`config.mk`:
```
export PLATFORM = sky130hd
export DESIGN_NAME = morse_receptor
export DESIGN_NICKNAME = d
export VERILOG_FILES = /design/src/rtl/morse_receptor.sv
export SDC_FILE = /design/constraint.sdc
export NUM_CORES = 1
export LEC_CHECK = 0
export CAP_MARGIN = 20
export CORE_UTILIZATION = 60
export CTS_CLUSTER_SIZE = 25
export DETAILED_ROUTE_END_ITERATION = 6
export PLACE_DENSITY = 0.83
export SETUP_SLACK_MARGIN = 0.05
export SLEW_MARGIN = 0
export SYNTH_ARGS = -nofsm -noshare
export SYNTH_HDL_FRONTEND = slang
export SYNTH_SLANG_ARGS = --single-unit
```
`constraint.sdc`:
```
create_clock -name clk -period 3.49 [get_ports clk]
set_clock_uncertainty 0.05 [all_clocks]
set_input_delay 0.5235 -clock clk [delete_from_list [all_inputs] [get_ports clk]]
set_output_delay 0.5235 -clock clk [all_outputs]
set_load 0.01 [all_outputs]
```
`src/rtl/morse_receptor.sv`:
```
// -----------------------------------------------------------------------------
// morse_receptor
//   Morse receiver. Samples a keyed on/off line, times marks and spaces in
//   ticks of an external strobe, classifies each mark as dot or dash and
//   assembles up to five elements per letter. The letter is emitted as a
//   5-bit code (element k at bit k, 1 = dash) plus its length, which is the
//   same code format the Morse transmitter's code table uses.
//
// Ports
//   clk       in   1  system clock, rising edge
//   rst_n     in   1  asynchronous active-low reset
//   tick      in   1  one-cycle timing strobe
//   linea     in   1  keyed line, asynchronous, 1 = mark
//   codigo    out  5  last received code, held between valido pulses
//   longitud  out  3  number of elements in codigo (1..5)
//   valido    out  1  one-cycle pulse when codigo/longitud update
//   error     out  1  one-cycle pulse on entering the error state
//   ocupado   out  1  high whenever the receiver is not idle
// -----------------------------------------------------------------------------
module morse_receptor #(
    parameter int CNT_W      = 8,
    parameter int MARK_MIN   = 1,
    parameter int DOT_MAX    = 2,
    parameter int MARK_MAX   = 6,
    parameter int GAP_LETTER = 3
) (
    input  logic       clk,
    input  logic       rst_n,
    input  logic       tick,
    input  logic       linea,
    output logic [4:0] codigo,
    output logic [2:0] longitud,
    output logic       valido,
    output logic       error,
    output logic       ocupado
);

    localparam logic [CNT_W-1:0] L_MARK_MIN = CNT_W'(MARK_MIN);
    localparam logic [CNT_W-1:0] L_DOT_MAX  = CNT_W'(DOT_MAX);
    localparam logic [CNT_W-1:0] L_MARK_MAX = CNT_W'(MARK_MAX);
    localparam logic [CNT_W-1:0] L_GAP_M1   = CNT_W'(GAP_LETTER - 1);
    localparam logic [CNT_W-1:0] L_CNT_SAT  = '1;
    localparam logic [2:0]       L_MAX_ELEM = 3'd5;

    typedef enum logic [1:0] {
        S_IDLE,
        S_MARK,
        S_SPACE,
        S_ERROR
    } state_t;

    state_t           r_state;
    logic             r_sync1;
    logic             r_sync2;     // linea_s
    logic             r_prev;      // linea_s one cycle earlier
    logic [CNT_W-1:0] r_cnt;
    logic [4:0]       r_shift;
    logic [2:0]       r_n;
    logic [4:0]       r_codigo;
    logic [2:0]       r_longitud;
    logic             r_valido;
    logic             r_error;
    logic             r_ocupado;

    logic w_rise;
    logic w_fall;
    logic w_edge;
    logic w_gap_hit;
    logic w_dash;

    assign w_rise = r_sync2 & ~r_prev;
    assign w_fall = ~r_sync2 & r_prev;
    assign w_edge = w_rise | w_fall;

    // The low-line count is about to reach GAP_LETTER on this tick. An edge in
    // the same cycle clears the counter instead, so it suppresses the hit.
    assign w_gap_hit = tick & ~w_edge & ~r_sync2 & (r_cnt == L_GAP_M1);

    assign w_dash = (r_cnt > L_DOT_MAX);

    // Two-flop synchroniser plus one history flop for edge detection.
    // NOTE: sequential state uses non-blocking assignments so every flop
    // samples the pre-edge value of its neighbour; blocking would collapse
    // the chain into a single stage.
    always_ff @(posedge clk or negedge rst_n) begin
        if (!rst_n) begin
            r_sync1 <= 1'b0;
            r_sync2 <= 1'b0;
            r_prev  <= 1'b0;
        end else begin
            r_sync1 <= linea;
            r_sync2 <= r_sync1;
            r_prev  <= r_sync2;
        end
    end

    // Duration counter: restarts on every line edge, held at 0 while idle,
    // saturates instead of wrapping so a stuck line stays classified.
    always_ff @(posedge clk or negedge rst_n) begin
        if (!rst_n) begin
            r_cnt <= '0;
        end else if (w_edge || r_state == S_IDLE) begin
            r_cnt <= '0;
        end else if (tick && r_cnt != L_CNT_SAT) begin
            r_cnt <= r_cnt + 1'b1;
        end
    end

    always_ff @(posedge clk or negedge rst_n) begin
        if (!rst_n) begin
            r_state    <= S_IDLE;
            r_shift    <= '0;
            r_n        <= '0;
            r_codigo   <= '0;
            r_longitud <= '0;
            r_valido   <= 1'b0;
            r_error    <= 1'b0;
            r_ocupado  <= 1'b0;
        end else begin
            r_valido <= 1'b0;
            r_error  <= 1'b0;
            case (r_state)
                S_IDLE: begin
                    if (w_rise) begin
                        r_state   <= S_MARK;
                        r_ocupado <= 1'b1;
                    end
                end

                S_MARK: begin
                    if (w_fall) begin
                        if (r_cnt < L_MARK_MIN) begin
                            // Glitch: drop the mark, resume whatever came before.
                            if (r_n != 3'd0) begin
                                r_state <= S_SPACE;
                            end else begin
                                r_state   <= S_IDLE;
                                r_ocupado <= 1'b0;
                            end
                        end else if (r_cnt > L_MARK_MAX || r_n == L_MAX_ELEM) begin
                            r_state <= S_ERROR;
                            r_error <= 1'b1;
                            r_shift <= '0;
                            r_n     <= '0;
                        end else begin
                            r_shift <= r_shift | (5'(w_dash) << r_n);
                            r_n     <= r_n + 3'd1;
                            r_state <= S_SPACE;
                        end
                    end else if (r_cnt > L_MARK_MAX) begin
                        // Mark too long while still keyed (covers a stuck line).
                        r_state <= S_ERROR;
                        r_error <= 1'b1;
                        r_shift <= '0;
                        r_n     <= '0;
                    end
                end

                S_SPACE: begin
                    if (w_rise) begin
                        r_state <= S_MARK;
                    end else if (w_gap_hit) begin
                        r_codigo   <= r_shift;
                        r_longitud <= r_n;
                        r_valido   <= 1'b1;
                        r_shift    <= '0;
                        r_n        <= '0;
                        r_state    <= S_IDLE;
                        r_ocupado  <= 1'b0;
                    end
                end

                S_ERROR: begin
                    if (w_gap_hit) begin
                        r_state   <= S_IDLE;
                        r_ocupado <= 1'b0;
                    end
                end

                default: begin
                    r_state   <= S_IDLE;
                    r_ocupado <= 1'b0;
                end
            endcase
        end
    end

    assign codigo   = r_codigo;
    assign longitud = r_longitud;
    assign valido   = r_valido;
    assign error    = r_error;
    assign ocupado  = r_ocupado;

endmodule

```
## Yosys cells after proc, flatten, opt, wreduce, memory -nomap -nowiden

Cells that the tools add are included.

| word-level totals | value |
|---|---|
| word-level logic and storage cells | 94 |
| bits in registers | 32 |
| output and inout port bits | 11 |
| input port bits | 4 |

| operators by class | value |
|---|---|
| add/sub/neg operators | 2 |
| bitwise operators | 11 |
| eq/ne operators | 14 |
| mux-type cells | 40 |
| reduce and logical (&&, ||, !) cells | 11 |
| $lt $le $gt $ge | 3 |
| shift-type cells | 1 |

Operators by type and width:

| operator | number |
|---|---|
| two-way mux 5 bit | 6 |
| two-way mux 3 bit | 6 |
| two-way mux 8 bit | 2 |
| two-way mux 1 bit | 15 |
| two-way mux 2 bit | 7 |
| != test 2 bit (second input constant) | 6 |
| case mux 5 bit (2 select lines) | 1 |
| AND reduction 5 bit | 2 |
| adder 8 x 1 -> 8 bit (second input constant) | 1 |
| == test 8 x 2 -> 1 bit (second input constant) | 1 |
| > comparator 8 x 2 -> 1 bit (second input constant) | 1 |
| > comparator 8 x 3 -> 1 bit (second input constant) | 1 |
| less-than comparator 8 x 1 -> 1 bit (second input constant) | 1 |
| != test 8 bit (second input constant) | 1 |
| case mux 2 bit (4 select lines) | 1 |
| != test 3 bit (second input constant) | 2 |
| case mux 3 bit (2 select lines) | 1 |
| bitwise AND 1 bit | 5 |
| OR 5 bit | 1 |
| left shift 1 x 3 -> 5 bit | 1 |
| == test 2 bit (second input constant) | 2 |
| inverter 1 bit | 4 |
| case mux 1 bit (4 select lines) | 1 |
| nonzero test 2 bit | 2 |
| 10 further kinds | 11 |

## Depth between registers and ports, before layout

| logic depth | value |
|---|---|
| word-level depth | 10 |
| gate-level depth with buffers | 7 |
| depth with buffers taken out | 7 |

## Worst setup path after synthesis

Ideal clock, no wire load.

| path | value |
|---|---|
| path kind | reg-to-reg |
| from | reg r_sync2 |
| to | reg r_n[2] |
| slack | 1.594 ns |
| arrival time | 1.712 ns |
| clock period less this slack | 1.896 ns |
| library setup time | 0.134 ns |
| stages on the path, launching flop included | 8 |
| path through | dfrtp_1 > inv_1 > ha_1 > nand4_1 > or4_4 > buf_6 > a21oi_1 > o22ai_1 |

| on the way | value |
|---|---|
| word-level cells in the longest chain between the ends | 9 |

RTL lines:

| item | RTL line | RTL |
|---|---|---|
| start: declaration | 54 | `logic r_sync2;` |
| start signal: assignment | 92 | `r_sync2 <= r_sync1;` |
| inverter 1 bit | 72, 77 |  |
| bitwise AND 1 bit | 72 | `assign w_fall = ~r_sync2 & r_prev;` |
| OR 1 bit | 73 | `assign w_edge = w_rise \| w_fall;` |
| inverter 1 bit | 77 | `assign w_gap_hit = tick & ~w_edge & ~r_sync2 & (r_cnt == L_GAP_M1);` |
| bitwise AND 1 bit (3 in series) | 77 |  |
| != test 2 bit (no source line) | - |  |
| AND reduction 5 bit (no source line) | - |  |
| end signal: assignment | 147 | `r_n <= r_n + 3'd1;` |
| end: declaration | 58 | `logic [2:0] r_n;` |

Several ways; a longest one is shown, not always the timed one.
A chain may end at the register's enable or synchronous reset.

## Worst setup path after layout

| path | value |
|---|---|
| from | reg r_cnt[0] |
| to | reg r_n[2] |

| on the way | value |
|---|---|
| word-level cells in the longest chain between the ends | 6 |

RTL lines:

| item | RTL line | RTL |
|---|---|---|
| start: declaration | 56 | `logic [CNT_W-1:0] r_cnt;` |
| start signal: assignment | 105 | `r_cnt <= r_cnt + 1'b1;` |
| > comparator 8 x 3 -> 1 bit | 140, 150 |  |
| logical OR 1 bit | 140 | `end else if (r_cnt > L_MARK_MAX \|\| r_n == L_MAX_ELEM) begin` |
| two-way mux 3 bit | 140 |  |
| two-way mux 3 bit | 132 | `if (r_cnt < L_MARK_MIN) begin` |
| two-way mux 3 bit | 131 | `if (w_fall) begin` |
| case mux 3 bit (2 select lines) | 122 | `case (r_state)` |

Several ways; a longest one is shown, not always the timed one. The select of a mux whose other input is x is not followed.

==> results.json <==
{
  "outcome": "finished clean",
  "port-buffer-count": 14,
  "syn_to_final_growth_pct": 16.0,
  "grtUsageTotal_pct": 24.3,
  "cts_root_buf": "clkbuf_4",
  "ant_nets": 0,
  "initialDrtViolationCount": 42,
  "antenna_cells": 0,
  "grt_pass1_wl_um": 4910,
  "dp_hpwl_um": 2190,
  "worst_r2r_path_depth": 6,
  "fmax_mhz": 480,
  "synth_edf_count": 0,
  "critical-path-top-delay-family": "simple AND/OR/NAND/NOR gates",
  "detail_route.vias_per_cell": 5.89,
  "nFillCells": 170,
  "slowest_stage": "or4_4",
  "synth_nets": 179,
  "final_cell_mix": "dfrtp_1 (32), nand2_1 (20), inv_1 (16)",
  "cts_setup_buffers": 0,
  "tightest_slew_ps": 639,
  "die_x_um": 54.0,
  "core_area_um2": 2520,
  "numCtsBuffers": 5,
  "synth.yosys.seq_area_share_pct": 49.3,
  "die_y_um": 54.0,
  "slew_violations": 0,
  "cts_sinks": 32,
  "slew-limit-headroom_pct": 57.1,
  "gp_congestion": 0.840,
  "powerDensity_nw_per_um2": 499,
  "post-route-min-period_ps": 2080,
  "num_vias": 1279,
  "first_pass_iters": 4,
  "syn_area_um2": 1620,
  "cts_max_level": 2,
  "overflow": 0,
  "path_cells": "inv_1 -> ha_1 -> nand4_1 -> or4_4 -> a21oi_1 -> o22ai_1",
  "finalNetCount": 198,
  "grt_pass1_vias": 1184,
  "cts_max_path_buffers": 2,
  "finalSetupTns_ps": 0,
  "setup_viol": 0,
  "cp_max_fo": 20,
  "drive_gt1_share_pct": 8.56,
  "multi_input_area_um2": 742,
  "path_depth": 6,
  "num_rows": 18,
  "grt_max_degree": 33,
  "wl_per_cell_um": 14.6,
  "synth.distinct_cells": 39,
  "synthArstFlopShare_pct": 100,
  "crit_arrival_ps": 2250,
  "hold_buffers": 0,
  "drcViolationCount": 0,
  "clock_latency_ps": 350,
  "ys_warn_count": 0,
  "finalHoldViolCount": 0,
  "ys.flop_type": "dfrtp_1",
  "cts_tree": "built",
  "start_kind": "register",
  "synth.avg_cell_area_um2": 9.72,
  "instances_no_fill": 217,
  "layout_commonest_cell": "dfrtp_1",
  "slowest_delay_ps": 670,
  "regToRegSetupSlack_ps": 1410,
  "post_cts_resize_count": 0,
  "place_inst": 209,
  "cts.clk_slew.worst_paths_ps": 100,
  "p_leak_nw": 0.802,
  "synth_seq_cells": 32,
  "rsz0062_at_grt": "false",
  "cp.required_ps": 3660,
  "io_pins": 15,
  "finalCritPeriodShare_pct": 59.7,
  "path_buf_inv": 1,
  "ff_latch_area_um2": 801,
  "hold_depth": 0,
  "die_area_um2": 2920,
  "initial_core_util_pct": 64.3,
  "antenna_found_initial": 0,
  "power.total_mw": 0.940,
  "endpoint_kind": "register",
  "crit_type": "reg -> reg",
  "peakVddDrop_uv": 366,
  "synthCells": 167,
  "hold_path_class": "reg -> reg",
  "drv_cap": 0,
  "wl_um": 3160
}
[routing by layer]
metal  up-vias  wire (um)  global-route usage [%]
met2        24       1530                    39.1
met4         0         75                    14.1
met5         -          0                       0
met1       622       1410                    29.0
li1        622          -                       -
met3        11        154                    6.78
[stage by stage]
stage                     worst slack (ps)  hold slack (ps)  utilization, %  area [um^2]
after floorplan                       1590              178               -         1620
after global placement                1170              286            70.9         1790
after detailed placement              1120              292            70.9         1790
after CTS                             1430              313            74.7         1880
after global routing                  1300              327            74.7         1880
final                                 1410              310            74.7         1880
[Yosys cell counts, drive strengths merged (2+ instances only)]
cell type / instances / area (um^2)
o22a: 2 / 17.5
inv: 16 / 60.1
ha: 8 / 100
nor2: 14 / 55.1
buf: 2 / 16.3
xnor2: 6 / 52.6
a21oi: 8 / 43.8
dfrtp: 32 / 801
or4: 3 / 26.3
nor3: 6 / 41.3
nand3: 7 / 47.6
nor4: 5 / 46.3
nand4: 3 / 18.8
a31oi: 3 / 18.8
nand2: 20 / 75.1
o21ai: 17 / 85.1
[registers in the layout (all words and copies together), names as in the netlist]
signal    flops
r_sync2       1
r_shift       5
error         1
longitud      3
r_cnt         8
codigo        5
r_prev        1
valido        1
ocupado       1
r_n           3
r_state       2
r_sync1       1
[logic make-up (layout without fill, tap and decap cells)]
| group | after synthesis | count (layout) | share of synthesized area (%) |
|---|---|---|---|
| AO/OA/AOI/OAI | 38 | 38 | 14.3 |
| XOR/XNOR | 6 | 6 | 3.24 |
| adder cells (fa/ha/maj) | 9 | 9 | 6.79 |
| buffers and inverters | 19 | 39 | 4.93 |
| flip-flops | 32 | 32 | 49.3 |
| multiplexers | 1 | 1 | 0.617 |
| AND/OR/NAND/NOR | 62 | 62 | 20.8 |
[power breakdown]
group	switching [mW]	internal (mW)	leakage [nW]
logic	0.0930	0.0767	0.321
registers	0.0400	0.409	0.429
clock network	0.131	0.190	0.0515
[worst register-to-register path: stages, from the launching register on]
cell and delay (ps):
dfrtp_1 400, inv_1 130, ha_1 200, nand4_1 220, or4_4 670, a21oi_1 200
o22ai_1 100
[area by class of cell]
cell class                 instances  share of cell area (%)
tap                               30                    1.99
inverter                          16                    3.19
timing repair buffer              15                    7.84
clock buffer                       7                    3.46
sequential                        32                    42.5
clock inverter                     1                    1.59
multi-input combinational        116                    39.4
[worst paths after layout]
| check | to | startpoint |
|---|---|---|
| worst min-delay path | r_sync2$_DFF_PN0_ | r_sync1$_DFF_PN0_ |
| min in group asynchronous | codigo[3]$_DFFE_PN0P_ | rst_n |
| worst min register to register | r_sync2$_DFF_PN0_ | r_sync1$_DFF_PN0_ |
| worst max-delay path | r_n[2]$_DFFE_PN0P_ | r_cnt[0]$_DFFE_PN0P_ |
| worst max register to register | r_n[2]$_DFFE_PN0P_ | r_cnt[0]$_DFFE_PN0P_ |
| max in group asynchronous | r_cnt[1]$_DFFE_PN0P_ | rst_n |
(Power assumes the default switching activity.)
==> patch 1: new RTL, config.mk and constraints unchanged <==
Register the inputs `tick` and `linea` before use, cleared by the reset. The logic sees them one clock later. Comments in the files are not updated.
--- a/src/rtl/morse_receptor.sv
+++ b/src/rtl/morse_receptor.sv
@@ -49,6 +49,19 @@
         S_ERROR
     } state_t;
 
+    logic tick_q;
+    logic linea_q;
+
+    always_ff @(posedge clk or negedge rst_n) begin
+        if (!rst_n) begin
+            tick_q  <= '0;
+            linea_q <= '0;
+        end else begin
+            tick_q  <= tick;
+            linea_q <= linea;
+        end
+    end
+
     state_t           r_state;
     logic             r_sync1;
     logic             r_sync2;     // linea_s
@@ -74,7 +87,7 @@
 
     // The low-line count is about to reach GAP_LETTER on this tick. An edge in
     // the same cycle clears the counter instead, so it suppresses the hit.
-    assign w_gap_hit = tick & ~w_edge & ~r_sync2 & (r_cnt == L_GAP_M1);
+    assign w_gap_hit = tick_q & ~w_edge & ~r_sync2 & (r_cnt == L_GAP_M1);
 
     assign w_dash = (r_cnt > L_DOT_MAX);
 
@@ -88,7 +101,7 @@
             r_sync2 <= 1'b0;
             r_prev  <= 1'b0;
         end else begin
-            r_sync1 <= linea;
+            r_sync1 <= linea_q;
             r_sync2 <= r_sync1;
             r_prev  <= r_sync2;
         end
@@ -101,7 +114,7 @@
             r_cnt <= '0;
         end else if (w_edge || r_state == S_IDLE) begin
             r_cnt <= '0;
-        end else if (tick && r_cnt != L_CNT_SAT) begin
+        end else if (tick_q && r_cnt != L_CNT_SAT) begin
             r_cnt <= r_cnt + 1'b1;
         end
     end
Check against the original RTL: not equivalent (Yosys sat finds a counterexample within 4 cycles, from zero or initial values and one cycle with rst_n low).
==> patch 1 against the unedited design <==
Largest cell class unchanged; hold slack got worse by 0.0019 ns; non-clock buffer count did not move; routed wire length rose by 4.0%; count of clock-buffer cells in the layout did not move; combinational power fell by 16%; area after synthesis rose by 3.8%; sequential power barely moved; utilization fell by 0.29 points; sequential cell count rose by 2; power fell by 13%; design area rose by 1.4%; critical path type unchanged; largest power group unchanged; critical endpoint is now r_shift[0]; setup slack got worse by 0.093 ns.
==> patch 1: results (changes against the unedited design) <==
Compound-Gate Fraction of Synth Area 14.3% (about the same); Slowest Stage Delay on Critical Path 0.79 ns (was 0.67 ns); detailed placement HPWL 2350 µm (was 2190 µm); Final Net Count 205 (was 198); Filler cells 183 (was 170); net switching power 0.241 mW (was 0.264 mW); weighted congestion reported at the end of routability-driven placement 0.819 (was 0.840); Worst EP arrival 2.41 ns (was 2.25 ns); top cells by count, synth dfrtp_1, nand2_1, nor2_1 (was dfrtp_1, nand2_1, inv_1); sequential share of the synthesized area 50.5% (was 49.3%); run status finished clean (unchanged); Crit Path Max Fanout 7 (was 20); Reg2Reg Setup Slack 1.31 ns (was 1.41 ns); maximum number of pins on one net before global-route repair 35 (was 33); post-synthesis cell type count 42 (was 39); total routing resource utilization after global routing 26.3% (was 24.3%); capture instance of the worst register-to-register path r_shift[0] (was r_n[2]); vias in the first global route 1334 (was 1184); iteration-0 DRC count of the detailed router 22 (was 42); global-route wire length before repair 5460 µm (was 4910 µm); Worst path slowest cell nor4_1 (was or4_4); Max-Slew Margin vs Limit 40.6% (was 57.1%); IR drop worst, VDD 465 µV (was 366 µV); placed cell area 1850 µm² (was 1790 µm²); leakage component of the power 0.851 nW (was 0.802 nW); fraction of final layout cells with drive strength greater than 1 8.25% (was 8.56%); xor/xnor share of the synthesized area 3.64% (was 3.24%); Total Wirelength 3290 µm (was 3160 µm); cell types occupying the most area after synthesis dfrtp_1, ha_1, o21ai_0, nand2_1, nor2_1 (was dfrtp_1, ha_1, nand2_1, o21ai_0, inv_1); Adder-Cell Fraction of Synth Area 6.54% (was 6.78%)
## patch 1: layout make-up
| class | instances | area, µm² | area share [%] |
|---|---|---|---|
| Clock buffer | 7 | 55.1 | 2.88 |
| Timing Repair Buffer | 15 | 148 | 7.73 |
| Tap cell | 30 | 37.5 | 1.97 |
| Sequential cell | 34 | 851 | 44.6 |
| Inverter | 14 | 52.6 | 2.75 |
| Multi-Input combinational cell | 123 | 761 | 39.8 |
| Clock inverter | 1 | 5.00 | 0.262 |
## patch 1: power by group through the flow
stage / clock network (mW) / logic (mW) / registers (mW)
global placement: 0 / 0.137 / 0.456
CTS: 0.231 / 0.143 / 0.450
detailed placement: 0 / 0.142 / 0.457
finish: 0.226 / 0.143 / 0.450
floorplan: 0 / 0.0920 / 0.454
global route: 0.244 / 0.164 / 0.458
## patch 1: worst max path at each step
| stage | slack [ns] | endpoint |
|---|---|---|
| floorplan | 1.66 | r_n[2] |
| global route | 1.09 | r_shift[0] |
| CTS | 1.36 | r_shift[0] |
| global placement | 1.57 | r_shift[0] |
| detailed placement | 1.37 | r_shift[0] |
| finish | 1.31 | r_shift[0] |
## patch 1: cells by family (layout without fill, tap and decap cells)
group / count (synthesis) / count (layout)
buffers and inverters: 17 / 37
muxes: 1 / 1
AOI/OAI and AO/OA: 39 / 39
adders and majority gates: 9 / 9
xor gates and xnor gates: 7 / 7
DFF: 34 / 34
and+or+nand+nor: 67 / 67
## patch 1: through the flow
step                      hold slack (ns)  worst slack [ns]
after detailed placement            0.290              1.37
after floorplan                     0.178              1.66
final                               0.308              1.31
after global routing                0.324              1.09
after global placement              0.285              1.57
after CTS                           0.312              1.36
## patch 1: layer usage
layer	global-route usage, %	vias up	part of all wire [%]
li1	-	647	-
met1	28.2	665	42
met2	45.0	48	51
met3	6.83	10	4.9
met4	17.5	0	2.6
met5	0	-	0
## patch 1: critical path: cells and delay by family (launching register included)
kind             cells  cell delay [ns]
AND/OR/NAND/NOR      3             1.23
flip-flops           1             0.47
AO/OA/AOI/OAI        2             0.37
==> patch 2: new RTL, same flow settings <==
Made on the original files. Change the parameter `CNT_W` from 8 to 12.
--- a/src/rtl/morse_receptor.sv
+++ b/src/rtl/morse_receptor.sv
@@ -18,7 +18,7 @@
 //   ocupado   out  1  high whenever the receiver is not idle
 // -----------------------------------------------------------------------------
 module morse_receptor #(
-    parameter int CNT_W      = 8,
+    parameter int CNT_W      = 12,
     parameter int MARK_MIN   = 1,
     parameter int DOT_MAX    = 2,
     parameter int MARK_MAX   = 6,
Behaviour: no difference found for any inputs over 10 cycles, from zero or initial values and one cycle with rst_n low; that may be too few to reach the edited logic, so the function may still have changed.
==> patch 2 against the unedited design <==
The run now ends with DRC left; area after synthesis rose by 16%; setup slack got worse by 0.53 ns; synthesized cell count up 6.6%; sequential cell count increased by 4; power increased by 11%; non-clock buffer count is 2 higher; final cell count is 5.5% higher; sequential power up 14%; routed wire length rose by 5.9%; sequential share of layout area fell by 0.39 points; design area is 14% higher.
==> patch 2: results (changes against the unedited design) <==
async set or reset register ratio after synthesis 100% (unchanged); R2R Path Start r_cnt[0] (unchanged); sequential share of the synthesized area 47.8% (was 49.3%); worst hold start r_sync1 (unchanged); met2 Resource Use GR 32.8% (was 39.1%); number of buffers inserted during clock tree synthesis 5 (unchanged); Worst path slowest cell or4bb_1 (was or4_4); ANT cells 0 (unchanged); initial antenna violation count 0 (unchanged); failing checks DRC; total routing resource utilization after global routing 23.2% (was 24.3%); global-route wire length before repair 5840 µm (was 4910 µm); insertion delay to the later sink of the worst-skew pair 0.35 ns (about the same); CTS root buffer clkbuf_4 (unchanged); Worst EP arrival 2.81 ns (was 2.25 ns); synth warn 0 (unchanged); net count after synthesis 190 (was 179); met1 Use GR 32.5% (was 29.0%); depth of the CTS H-tree 2 (unchanged); Reg2Reg Setup Slack 0.88 ns (was 1.41 ns); iteration-0 DRC count of the detailed router 52 (was 42); via count normalized by instance count 6.00 (was 5.89); number of detailed-route iterations in the first pass 6 (was 4); Max clock buf depth 2 (unchanged); vias in the first global route 1286 (was 1184); cell types occupying the most area after synthesis dfrtp_1, ha_1, mux2_2, xnor2_1, nor2_1 (was dfrtp_1, ha_1, nand2_1, o21ai_0, inv_1); Port Buffer Count 14 (unchanged); met3 Resource Use GR 5.80% (was 6.78%); register with the highest flop count r_cnt (unchanged); clock-pin slew on the worst setup and hold paths approximately 0.11 ns; Filler cells 207 (was 170); IR drop worst, VDD 437 µV (was 366 µV); run status finished with violations (was finished clean); post-CTS setup-driven buffer insertion count 0 (unchanged); Routed wire per std cell 14.6 µm (about the same); flip-flop count of the largest register, all copies and words added 12 (was 8); leakage component of the power 0.905 nW (was 0.802 nW); detailed placement HPWL 2410 µm (was 2190 µm); capture instance of the worst register-to-register path r_shift[0] (was r_n[2]); weighted congestion reported at the end of routability-driven placement 0.878 (was 0.840); worst-case hold path end point r_sync2 (unchanged); Post-CTS Resized 0 (unchanged); worst setup slack before clock tree synthesis 0.733 ns (was 1.12 ns); Slowest Stage Delay on Critical Path 0.48 ns (was 0.67 ns); post-synthesis cell type count 44 (was 39); top cells by count, synth dfrtp_1, nor2_1, inv_1 (was dfrtp_1, nand2_1, inv_1); Final Net Count 209 (was 198); fraction of final layout cells with drive strength greater than 1 14.1% (was 8.56%); maximum number of pins on one net before global-route repair 37 (was 33); Crit Path Max Fanout 12 (was 20); number of cells on the worst reg-to-reg path 7 (was 6); hold path cells 0 (unchanged); type of the worst min-delay path reg -> reg (unchanged); Max-Slew Margin vs Limit 60.3% (was 57.1%); DRC violations left 1 (was 0)
patch 2: cell count changes after synthesis, sizes merged, moves of 3 or more:
cell | unedited run | this run
nand2 | 20 | 6
mux2 | 0 | 8
o21ai | 17 | 9
o21a | 0 | 7
a21oi | 8 | 4
dfrtp | 32 | 36
nor2 | 14 | 18
clkbuf | 1 | 4
inv | 16 | 13
nor2b | 0 | 3
patch 2: kinds of logic (layout without fill, tap and decap cells):
group           after synthesis  in the layout  synth area share [%]
fa+ha+maj                     8              8                  5.32
simple gates                 67             67                  22.4
flops                        36             36                  47.8
xor+xnor                      8              8                  3.72
mux                          10             10                  5.85
buf+inv                      18             38                  3.99
compound gates               31             31                  10.9
patch 2: layout make-up:
| class | instances | area (µm²) | area share [%] |
|---|---|---|---|
| Multi-Input combinational cell | 124 | 907 | 42.4 |
| Sequential cell | 36 | 901 | 42.1 |
| Timing Repair Buffer | 17 | 163 | 7.61 |
| Inverter | 13 | 48.8 | 2.28 |
| Clock inverter | 3 | 42.5 | 1.99 |
| Tap cell | 31 | 38.8 | 1.81 |
| Clock buffer | 5 | 37.5 | 1.76 |
patch 2: worst max-delay path, delay by kind of cell (launching register included):
family	cells	cell delay, ns
compound gates	3	1.01
simple gates	2	0.72
flops	1	0.42
fa+ha+maj	1	0.18
buf+inv	1	0.12
patch 2: where the power goes:
group / leakage (nW) / switching [mW] / total [mW] / internal (mW)
Combinational: 0.374 / 0.137 / 0.244 / 0.107
Sequential: 0.490 / 0.0552 / 0.511 / 0.455
Clock: 0.0412 / 0.139 / 0.288 / 0.149
Total: 0.905 / 0.331 / 1.04 / 0.712
patch 2: worst max-delay path by stage:
stage                     startpoint         end  slack, ns  cells past startpoint
after floorplan             r_cnt[7]      r_n[2]       1.12                      6
after global placement          tick  r_shift[3]       0.82                      6
after detailed placement        tick  r_shift[4]       0.73                      6
after CTS                   r_cnt[0]  r_shift[0]       0.89                      7
after global routing        r_cnt[0]  r_shift[4]       0.75                      7
final                       r_cnt[0]  r_shift[0]       0.88                      7
patch 2: per-layer routing:
| metal | wire, µm | part of all wire, % |
|---|---|---|
| met5 | 0 | 0 |
| met2 | 1490 | 45 |
| met1 | 1630 | 49 |
| met3 | 179 | 5.3 |
| met4 | 51 | 1.5 |
patch 2: through the flow:
step                      power (mW)  instance area (µm²)  cells  util (%)  hold slack, ns
after detailed placement       0.761                 2060    221      72.1           0.293
final                           1.04                 2140    229      75.0           0.318
after CTS                       1.05                 2140    229      75.0           0.320
after global placement         0.752                 2060    221      72.1           0.283
after global routing            1.10                 2140    229      75.0           0.325
after floorplan                0.686                 1880    178         -           0.178
